--- src/rtl/au_seq.sv ---
// Multi-cycle sequencer in front of the 8-bit arithmetic unit: one requester,
// start/busy/done handshake, registered AU controls and a MUL built from repeated adds.
module au_seq #(
    parameter int         WIDTH  = 8,
    parameter logic [3:0] AC_ADD = 4'b1000,
    parameter logic [3:0] AC_SUB = 4'b1001,
    parameter logic [3:0] AC_MOV = 4'b0100
) (
    input  logic             clk,
    input  logic             rst_n,
    input  logic             start,
    input  logic [1:0]       op,
    input  logic [WIDTH-1:0] opa,
    input  logic [WIDTH-1:0] opb,
    output logic             busy,
    output logic             done,
    output logic [WIDTH-1:0] result,
    output logic             flag,
    output logic             au_en,
    output logic [3:0]       ac,
    output logic [WIDTH-1:0] au_a,
    output logic [WIDTH-1:0] au_b,
    input  logic [WIDTH-1:0] au_t,
    input  logic             au_gf
);

    typedef enum logic [1:0] {
        S_IDLE = 2'b00,
        S_EXEC = 2'b01,
        S_ITER = 2'b10,
        S_DONE = 2'b11
    } state_t;

    typedef enum logic [1:0] {
        OP_ADD = 2'b00,
        OP_SUB = 2'b01,
        OP_MOV = 2'b10,
        OP_MUL = 2'b11
    } op_t;

    state_t           state;
    op_t              op_q;
    logic [WIDTH-1:0] cnt;
    logic [WIDTH-1:0] acc;
    logic             ovf;
    logic             ovf_next;
    logic [3:0]       exec_code;
    op_t              op_in;

    assign op_in = op_t'(op);

    always_comb begin
        exec_code = AC_ADD;
        case (op_in)
            OP_SUB:  exec_code = AC_SUB;
            OP_MOV:  exec_code = AC_MOV;
            default: exec_code = AC_ADD;
        endcase
    end

    // A wrapped add shows up as a sum smaller than the running accumulator.
    always_comb begin
        ovf_next = ovf | (au_t < acc);
    end

    always_ff @(posedge clk or negedge rst_n) begin
        if (!rst_n) begin
            state  <= S_IDLE;
            op_q   <= OP_ADD;
            cnt    <= '0;
            acc    <= '0;
            ovf    <= 1'b0;
            busy   <= 1'b0;
            done   <= 1'b0;
            result <= '0;
            flag   <= 1'b0;
            au_en  <= 1'b0;
            ac     <= '0;
            au_a   <= '0;
            au_b   <= '0;
        end else begin
            case (state)
                S_IDLE: begin
                    done <= 1'b0;
                    if (start) begin
                        op_q <= op_in;
                        cnt  <= opb;
                        acc  <= '0;
                        ovf  <= 1'b0;
                        busy <= 1'b1;
                        if (op_in == OP_MUL) begin
                            if (opb == '0) begin
                                state  <= S_DONE;
                                result <= '0;
                                flag   <= 1'b0;
                                done   <= 1'b1;
                            end else begin
                                state <= S_ITER;
                                au_en <= 1'b1;
                                ac    <= AC_ADD;
                                au_a  <= opa;
                                au_b  <= '0;
                            end
                        end else begin
                            state <= S_EXEC;
                            au_en <= 1'b1;
                            ac    <= exec_code;
                            au_a  <= opa;
                            au_b  <= opb;
                        end
                    end
                end

                S_EXEC: begin
                    result <= au_t;
                    flag   <= (op_q == OP_SUB) ? au_gf : 1'b0;
                    au_en  <= 1'b0;
                    ac     <= '0;
                    done   <= 1'b1;
                    state  <= S_DONE;
                end

                S_ITER: begin
                    acc <= au_t;
                    cnt <= cnt - WIDTH'(1);
                    ovf <= ovf_next;
                    if (cnt == WIDTH'(1)) begin
                        result <= au_t;
                        flag   <= ovf_next;
                        au_en  <= 1'b0;
                        ac     <= '0;
                        done   <= 1'b1;
                        state  <= S_DONE;
                    end else begin
                        // au_b tracks the accumulator so the next add uses the new sum.
                        au_b <= au_t;
                    end
                end

                S_DONE: begin
                    done  <= 1'b0;
                    busy  <= 1'b0;
                    state <= S_IDLE;
                end

                default: begin
                    state <= S_IDLE;
                    busy  <= 1'b0;
                    done  <= 1'b0;
                    au_en <= 1'b0;
                    ac    <= '0;
                end
            endcase
        end
    end

endmodule

--- config.mk ---
export PLATFORM = sky130hd
export DESIGN_NAME = au_seq
export DESIGN_NICKNAME = d
export VERILOG_FILES = /design/src/rtl/au_seq.sv
export SDC_FILE = /design/constraint.sdc
export NUM_CORES = 1
export LEC_CHECK = 0
export ABC_AREA = 1
export BUFFER_PORTS_ARGS = -buffer_cell sky130_fd_sc_hd__clkbuf_2
export CAP_MARGIN = 20
export CORE_ASPECT_RATIO = 0.75
export CORE_UTILIZATION = 35
export CTS_CLUSTER_DIAMETER = 30
export DETAILED_ROUTE_END_ITERATION = 7
export GPL_TIMING_DRIVEN = 1
export PLACE_DENSITY = 0.67
export SYNTH_ARGS = -nofsm -noshare
export SYNTH_HDL_FRONTEND = slang
export SYNTH_SLANG_ARGS = --single-unit
--- constraint.sdc ---
create_clock -name clk -period 1.98 [get_ports clk]
set_input_delay 0.396 -clock clk [delete_from_list [all_inputs] [get_ports clk]]
set_output_delay 0.396 -clock clk [all_outputs]
set_load 0.03 [all_outputs]
Yosys cells after proc, flatten, opt, wreduce, memory -nomap -nowiden
Index checks and enable logic that the tools add are counted.
{"block": "totals", "out_inout_bits": 32, "register_bits": 53, "elab_cells": 91, "in_bits": 30}
{"block": "op_classes", "muxes": 47, "bitwise_logic": 1, "magnitude_cmp": 1, "n_eq_ne": 15, "n_addsub": 1, "reduce_logical": 13}
{"operator": "8-bit two-way mux", "n": 12}
{"operator": "8-bit one-hot mux with 2 select lines", "n": 3}
{"operator": "8-bit one-hot mux with 3 select lines", "n": 1}
{"operator": "1-bit two-way mux", "n": 16}
{"operator": "4-bit two-way mux", "n": 4}
{"operator": "2-bit != test, second input constant", "n": 6}
{"operator": "4-bit one-hot mux with 3 select lines", "n": 1}
{"operator": "2-bit equality test, second input constant", "n": 4}
{"operator": "8-bit by 1-bit equality test with 1-bit output, second input constant", "n": 1}
{"operator": "8-bit logical NOT", "n": 1}
{"operator": "8-bit < comparator", "n": 1}
{"operator": "2-bit one-hot mux with 4 select lines", "n": 1}
{"operator": "4-bit one-hot mux with 2 select lines", "n": 1}
{"operator": "2-bit AND reduction", "n": 4}
{"operator": "4-bit AND reduction", "n": 2}
{"operator": "8-bit by 1-bit subtractor with 8-bit output, second input constant", "n": 1}
{"operator": "2-bit by 1-bit equality test with 1-bit output, second input constant", "n": 3}
{"operator": "2-bit two-way mux", "n": 3}
{"operator": "1-bit one-hot mux with 3 select lines", "n": 2}
{"operator": "5-bit AND reduction", "n": 1}
{"operator": "1-bit one-hot mux with 2 select lines", "n": 2}
{"operator": "1-bit one-hot mux with 4 select lines", "n": 1}
{"operator": "2-bit nonzero test", "n": 2}
{"operator": "3-bit != test, second input constant", "n": 1}
{"operator": "4 further kinds", "n": 4}

Logic depth before layout (Yosys ltp)
Gate-level depths: netlist of run 1.
{"block": "logic_depth", "word_depth": 5, "depth_mapped": 13, "mapped_depth_nobuf": 13}

Worst setup path before layout of run 1
OpenSTA, ideal clock, no wires.
{"block": "synth_path", "path_type": "register to register", "from": "register state[0]", "to": "register au_b[5]", "arrival_time_ns": 1.462, "setup_time_ns": 0.074, "path_stages_with_launch": 10, "required_ns": 1.906, "setup_slack_ns": 0.445, "synth_period_minus_slack_ns": 1.535, "path_buffers": 1, "path_cell_list": "dfrtp_1 -> inv_1 -> ha_1 -> inv_1 -> a21oi_4 -> inv_4 -> nand3_4 -> buf_6 -> nand2_2 -> o21ai_2"}
{"block": "synth_via", "elab_chain_cells": 3, "word_cells_on_any_way": 8, "cone_classes": "4 x eq/ne; 1 x mux; 3 x reduce/logical"}
{"element": "from (decl)", "line_no": "41", "source": "state_t state;"}
{"element": "from (signal assigned)", "line_no": "68", "source": "state <= S_IDLE;"}
{"element": "from (signal assigned)", "line_no": "93", "source": "state <= S_DONE;"}
{"element": "from (signal assigned)", "line_no": "98", "source": "state <= S_ITER;"}
{"element": "2-bit equality test / 2-bit logical NOT (equally long branches)", "line_no": "82", "source": "case (state)"}
{"element": "2-bit != test (no source line), or another cell as far along"}
{"element": "4-bit AND reduction (no source line)"}
{"element": "to (signal assigned)", "line_no": "109", "source": "au_b <= opb;"}
{"element": "to (signal assigned)", "line_no": "136", "source": "au_b <= au_t;"}
{"element": "to (decl)", "line_no": "22", "source": "output logic [WIDTH-1:0] au_b,"}
Parallel ways exist; a longest one is shown, timed or not.
A chain may end at the register's enable or synchronous reset.

Final worst setup path of run 1
{"block": "layout_path", "from": "register state[0]", "to": "register result[6]"}
{"block": "layout_via", "elab_chain_cells": 3, "word_cells_on_any_way": 10, "cone_classes": "6 x eq/ne; 1 x mux; 3 x reduce/logical"}
{"element": "2-bit equality test, or another cell as far along", "line_no": "82"}
{"element": "2-bit != test (no source line) / 3-bit nonzero test (equally long branches)"}
{"element": "5-bit AND reduction (no source line)"}
{"element": "to (signal assigned)", "line_no": "115", "source": "result <= au_t;"}
{"element": "to (signal assigned)", "line_no": "128", "source": "result <= au_t;"}
{"element": "to (decl)", "line_no": "17", "source": "output logic [WIDTH-1:0] result,"}
Parallel ways exist; a longest one is shown, timed or not.

==> summary.md, run 1 <==
| Metric | Value |
|---|---|
| P per Cell Area | `roughly 1800 nW/um2` |
| Pint | `between 2 and 3 mW` |
| Worst-path clk slew | `~0.11 ns` |
| Critical path type | `reg -> reg` |
| Final HPWL DP | `about 5000 um` |
| # DRC | `0` |
| Share of cells above drive strength 1 | `0.258` |
| Remaining antenna violation count | `0` |
| Layout Nets | `442` |
| Combinational share of power | `0.577` |
| Fin. Hold Viols | `0` |
| Post-synth top area cell | `dfrtp_1` |
| Outcome | `completed` |
| Die width | `106 um` |
| Number of fill cells | `about 810` |
| Post-synth top cells | `107 x nand2_1, 52 x dfrtp_1, 36 x inv_1, 30 x o21ai_0, 16 x nor2_1` |
| Multi-input logic area | `approximately 1300 um2` |
| Fin worst setup slack | `0.229 ns` |
| Starting Density | `0.360` |
| Number of synthesized flops with an enable pin | `0` |
| Synth warn | `0` |
| Synth Cell Area | `around 2800 um2` |
| Async set or reset register ratio after synthesis | `1.00` |
| 1st-iter DRT viols | `roughly 140` |
| Critical Path Source Type | `flip-flop` |
| Synth Net Count | `380` |
| CTS tree | `yes` |
| Largest net degree at the start of global routing | `31` |
| P_leak | `~1.7 nW` |
| CTS Buffer Depth | `2` |
| Port buffer count | `60` |
| Synth top area share | `0.459` |
| Core Area | `around 7900 um2` |
| Top post-synthesis cells by area | `dfrtp_1 46%, nand2_1 14%, ha_1 6.2%, o21ai_0 5.3%, inv_1 4.8%` |
| Post-CTS Setup Bufs | `0` |
| Total power | `5.88 mW` |
| Setup Skew | `between 0.01 and 0.015 ns` |
| Gr ovfl total | `0` |
| CP Max Fanout | `27` |
| First drt pass iteration count | `4` |
| CTS Hold Bufs | `0` |
| Post-route cell area | `~3400 um2` |
| CTS root buf | `clkbuf_8` |
| Antenna violations before repair | `0` |
| DP Area | `between 3000 and 4000 um2` |
| Routed wire per std cell | `12.8 um` |
| Die area | `8470 um2` |
| Vias in the first global route | `~2200` |
| HP Class | `in -> async` |
| R2R depth | `10` |
| Post-Place Setup Slack | `0.231 ns` |
| Layout area overhead | `18.4%` |
| Pins over their slew limit | `0` |
| Critical-path cell list | `inv_1 > ha_1 > buf_12 > o21ai_4 > o21ai_4 > inv_6 > nand3_4 > clkinv_4 > nand2_1 > nand2_1` |
| Post-route clock period utilization | `0.884` |
| PostCTS Resize Cnt | `0` |
| I/O pin total | `between 60 and 70` |
| Max stage delay on crit path | `approximately 0.42 ns` |
| Register area share after synthesis | `0.459` |
| H-tree depth | `2` |
| Inserted Diodes | `0` |
| FF-to-FF End | `result[6]` |
| Switch Pwr | `about 3.0 mW` |
| Fmax | `0.571 GHz` |
| # rows | `28` |
| Inserted Clock Buffers | `5` |
| Final setup fails | `0` |
| RSZ-0062 raised after global routing | `no` |
| Worst path slowest cell | `dfrtp_1` |
| Most common cell in the netlist | `nand2_1` |
| Crit. End Element | `flip-flop` |
| Vias per cell | `about 4.7` |
| # clock sinks | `52` |
| FF/Latch Area | `1300 um2` |
| Global-route wire length before repair | `10900 um` |
| Final core utilization | `0.426` |
| Count of max-cap constraint violations | `0` |
| Total Routing Usage GR | `0.165` |
| Yosys reg bits | `52` |
| Worst EP arrival | `1.96 ns` |
| Total negative setup slack | `0 ns` |
| Crit Reg-Reg Startpoint | `state[0]` |
| Clock Power Share | `0.111` |
| CP required | `2.19 ns` |
| Via count | `roughly 2400` |
| Minimum clock period | `1.75 ns` |
| Top FF cell, synth | `dfrtp_1` |
| Max VDD drop | `about 0.90 mV` |
| Die height | `79.9 um` |
| Routability cong. | `a little over 0.9` |
| Post-synthesis cell type count | `35` |
| Post-synthesis cell count | `between 300 and 400` |
| DRT Wirelength | `roughly 6400 um` |
| Worst-Skew Late Latency | `approximately 0.32 ns` |
| Seq pwr share | `0.313` |
| Syn Area/Cell | `8.44 um2` |
| Flop2flop setup slack | `0.23 ns` |
| Switching share of power | `0.509` |
cell usage in the layout (no fill, tap or decap), types with 4 or more instances in the layout:
cell	instances
nor2_1	16
clkbuf_2	60
nand2_1	107
nand2_2	4
o21ai_0	30
clkbuf_8	5
inv_1	36
nand3_4	4
ha_1	14
o21ai_2	10
a21oi_1	11
dfrtp_1	52
a21boi_0	4
nand3_1	8
cell families (layout without fill, tap and decap cells):
family / after synthesis / in the layout / share of synthesized area
AND/OR/NAND/NOR: 149 / 149 / 0.237
AO/OA/AOI/OAI: 67 / 67 / 0.154
flip-flops: 52 / 52 / 0.459
buffers and inverters: 51 / 114 / 0.0816
adder cells (fa/ha/maj): 14 / 14 / 0.0618
XOR/XNOR: 2 / 2 / 0.00618
other: 1 / 1 / 0.00132
worst max-delay path by stage:
stage                           end     start
after CTS                   au_b[0]  state[0]
after global placement    result[0]    opb[1]
after global routing        au_b[2]  state[1]
after detailed placement  result[0]    opb[1]
final                     result[6]  state[0]
after floorplan             au_b[5]  state[0]
worst max-delay path, delay by kind of cell, from the launching register on:
family	cells	cell delay, ns
adders and majority gates	1	0.31
DFF	1	0.42
buffers and inverters	4	0.51
AOI/OAI and AO/OA	2	0.19
and+or+nand+nor	3	0.19
power by group through the flow:
stage / logic [mW] / registers [mW] / clock network, mW
finish: 3.39 / 1.84 / 0.650
detailed placement: 3.41 / 1.86 / 0
floorplan: 2.10 / 2.36 / 0
global route: 3.80 / 1.90 / 0.720
global placement: 3.35 / 1.85 / 0
CTS: 3.42 / 1.84 / 0.674
flip-flops by register name, summed over array words and instances, names as in the netlist:
| register | count |
|---|---|
| au_b | 8 |
| done | 1 |
| ac | 3 |
| busy | 1 |
| flag | 1 |
| au_en | 1 |
| cnt | 8 |
| result | 8 |
| au_a | 8 |
| ovf | 1 |
| state | 2 |
| op_q | 2 |
| acc | 8 |
cell type report:
cell class | instances | share of cell area
Tap cell | 105 | 0.0391
Clock buffer | 5 | 0.0205
Timing Repair Buffer | 64 | 0.106
Sequential cell | 52 | 0.388
Multi-Input combinational cell | 233 | 0.388
Clock inverter | 3 | 0.00820
Inverter | 42 | 0.0507
per-stage QoR:
stage | hold WS, ns | cells
final | 0.0177 | 504
after CTS | 0.0236 | 504
after global routing | 0.0301 | 504
after global placement | 0.371 | 496
after detailed placement | 0.385 | 496
after floorplan | 0.100 | 336
metal layers:
metal / vias up / track usage / wire (um)
met3: 9 / 0.0343 / 368
met5: - / 0 / 0
met1: 1071 / 0.250 / 3440
li1: 1199 / - / -
met2: 72 / 0.232 / 2550
met4: 0 / 0.0542 / 89
Power figures use the tool's default switching activity.
==> run 2, diff against run 1 <==
REMOVE_ABC_BUFFERS = 1   (was unset)
==> summary.md, run 2 (synthesis gave the netlist of run 1 again) <==
| Metric | Value |
|---|---|
| Outcome | `completed` |
| HP Class | `in -> async` |
| Via count | `2357 (+0.26%)` |
| P per Cell Area | `1760 nW/um2 (+0.17%)` |
| Worst EP arrival | `1.98 ns (+0.02 ns)` |
| Clock Power Share | `0.107 (-0.004)` |
| Routability cong. | `0.837 (-7.6%)` |
| # rows | `28 (unchanged)` |
| Final HPWL DP | `5130 um (+1.6%)` |
| Layout Nets | `443 (+0.23%)` |
| Pins over their slew limit | `0 (unchanged)` |
| Largest net degree at the start of global routing | `23 (-26%)` |
| Vias per cell | `4.67 (about the same)` |
| Most common library cell in the layout ignoring fill and taps | `nand2_1` |
| Fmax | `0.560 GHz (-2.0%)` |
| CTS tree | `yes` |
| Total power | `5.86 mW (-0.43%)` |
| # clock sinks | `52 (unchanged)` |
| Global-route wire length before repair | `10800 um (-0.83%)` |
| Die height | `79.9 um (unchanged)` |
| # DRC | `0 (unchanged)` |
| Minimum clock period | `1.79 ns (+0.0356 ns)` |
| Core Area | `7880 um2 (unchanged)` |
| Setup Skew | `0.00366 ns (-0.00769 ns)` |
| P_leak | `1.74 nW (-0.28%)` |
| Max stage delay on crit path | `0.42 ns (about the same)` |
| Starting Density | `0.360 (unchanged)` |
| Post-route cell area | `3340 um2 (-0.60%)` |
| Die width | `106 um (unchanged)` |
| Critical-path cell list | `inv_1 > ha_1 > nand2_1 > inv_2 > a21oi_4 > inv_4 > nand3_4 > nand2_1 > o21ai_2` |
| Fin. Hold Viols | `0 (unchanged)` |
| CP Max Fanout | `16 (-41%)` |
| Port buffer count | `60 (unchanged)` |
| Fin worst setup slack | `0.193 ns (-0.0356 ns)` |
| Die area | `8470 um2 (unchanged)` |
| Gr ovfl total | `0 (unchanged)` |
| Switching share of power | `0.505 (-0.00371)` |
| CP top delay family | `simple AND/OR/NAND/NOR gates` |
| Routed wire per std cell | `12.8 um (about the same)` |
| First drt pass iteration count | `4 (unchanged)` |
| Crit. End Element | `flip-flop` |
| Post-Place Setup Slack | `0.214 ns (-0.0171 ns)` |
| H-tree depth | `2 (unchanged)` |
| Critical path type | `reg -> reg` |
| Worst-path clk slew | `0.09 ns (-0.02 ns)` |
| CTS root buf | `clkbuf_8` |
| WP buf/inv | `3 (-1)` |
| Remaining antenna violation count | `0 (unchanged)` |
| Switch Pwr | `2.96 mW (-1.2%)` |
| Count of max-cap constraint violations | `0 (unchanged)` |
| PostCTS Resize Cnt | `0 (unchanged)` |
| I/O pin total | `62 (unchanged)` |
| Number of fill cells | `817 (+0.62%)` |
| Critical Path Source Type | `flip-flop` |
| WHS | `0.0358 ns (+0.0180 ns)` |
| Worst path slowest cell | `dfrtp_1` |
| Inserted Diodes | `0 (unchanged)` |
| Post-route clock period utilization | `0.902 (+0.0180)` |
| Post-CTS Setup Bufs | `0 (unchanged)` |
| DP Area | `3240 um2 (-0.54%)` |
| CTS Buffer Depth | `2 (unchanged)` |
| Pint | `2.90 mW (+0.32%)` |
| Worst-Skew Late Latency | `0.30 ns (-0.02 ns)` |
| Final setup fails | `0 (unchanged)` |
| Max VDD drop | `0.682 mV (-24%)` |
| Total Routing Usage GR | `0.161 (-0.00468)` |
| CTS Hold Bufs | `0 (unchanged)` |
| CP required | `2.17 ns (-0.02 ns)` |
| Commonest cells after routing, fill and taps aside | `107 x nand2_1, 60 x clkbuf_2, 52 x dfrtp_1` |
| Antenna violations before repair | `0 (unchanged)` |
| RSZ-0062 raised after global routing | `no` |
| 1st-iter DRT viols | `79 (-42%)` |
| Share of cells above drive strength 1 | `0.258 (-0.000645)` |
| Most common cell on crit path | `nand2_1` |
| Inserted Clock Buffers | `5 (unchanged)` |
| Combinational share of power | `0.577 (about the same)` |
| Layout area overhead | `17.7%` |
| Seq pwr share | `0.316 (+0.003)` |
| Vias in the first global route | `2282 (+3.2%)` |
| DRT Wirelength | `6450 um (+0.16%)` |
-- run 2: through the flow --
stage / utilization / instances / setup TNS (ns)
after global routing: 0.423 / 505 / 0
after floorplan: - / 327 / -0.723
after CTS: 0.423 / 505 / 0
after global placement: 0.411 / 497 / 0
after detailed placement: 0.411 / 497 / 0
final: 0.423 / 505 / 0
-- run 2: metal layers --
metal,up-vias,GRT usage,share of wire
met3,2,0.0310,0.048
met2,58,0.243,0.42
met1,1102,0.238,0.53
met4,0,0.0319,0.0023
li1,1195,-,-
met5,-,0,0
-- run 2: power groups by stage --
| stage | logic, mW | clock network (mW) | registers [mW] |
|---|---|---|---|
| global route | 3.78 | 0.694 | 1.90 |
| detailed placement | 3.40 | 0 | 1.87 |
| global placement | 3.31 | 0 | 1.86 |
| finish | 3.38 | 0.626 | 1.85 |
| floorplan | 1.98 | 0 | 2.36 |
| CTS | 3.41 | 0.656 | 1.85 |
-- run 2: final timing paths --
kind                            to      from  cells past startpoint  slack [ns]
max                        au_b[3]  state[0]                      9        0.19
min                        au_b[0]     rst_n                      1        0.04
max reg2reg                au_b[3]  state[0]                      9        0.19
min reg2reg                  au_en     au_en                      2        0.48
max in group asynchronous  au_b[7]     rst_n                      2        1.33
min in group clk           au_a[6]    opa[6]                      3        0.30
-- run 2: layout make-up --
type                    instances  area, um2  area share
clock inverters                 1       7.51     0.00225
repair buffers                 65        338       0.101
flip-flops and latches         52       1300       0.390
clock buffers                   7       86.3      0.0259
inverters                      42        170      0.0510
multi-input cells             233       1300       0.390
well taps                     105        131      0.0394
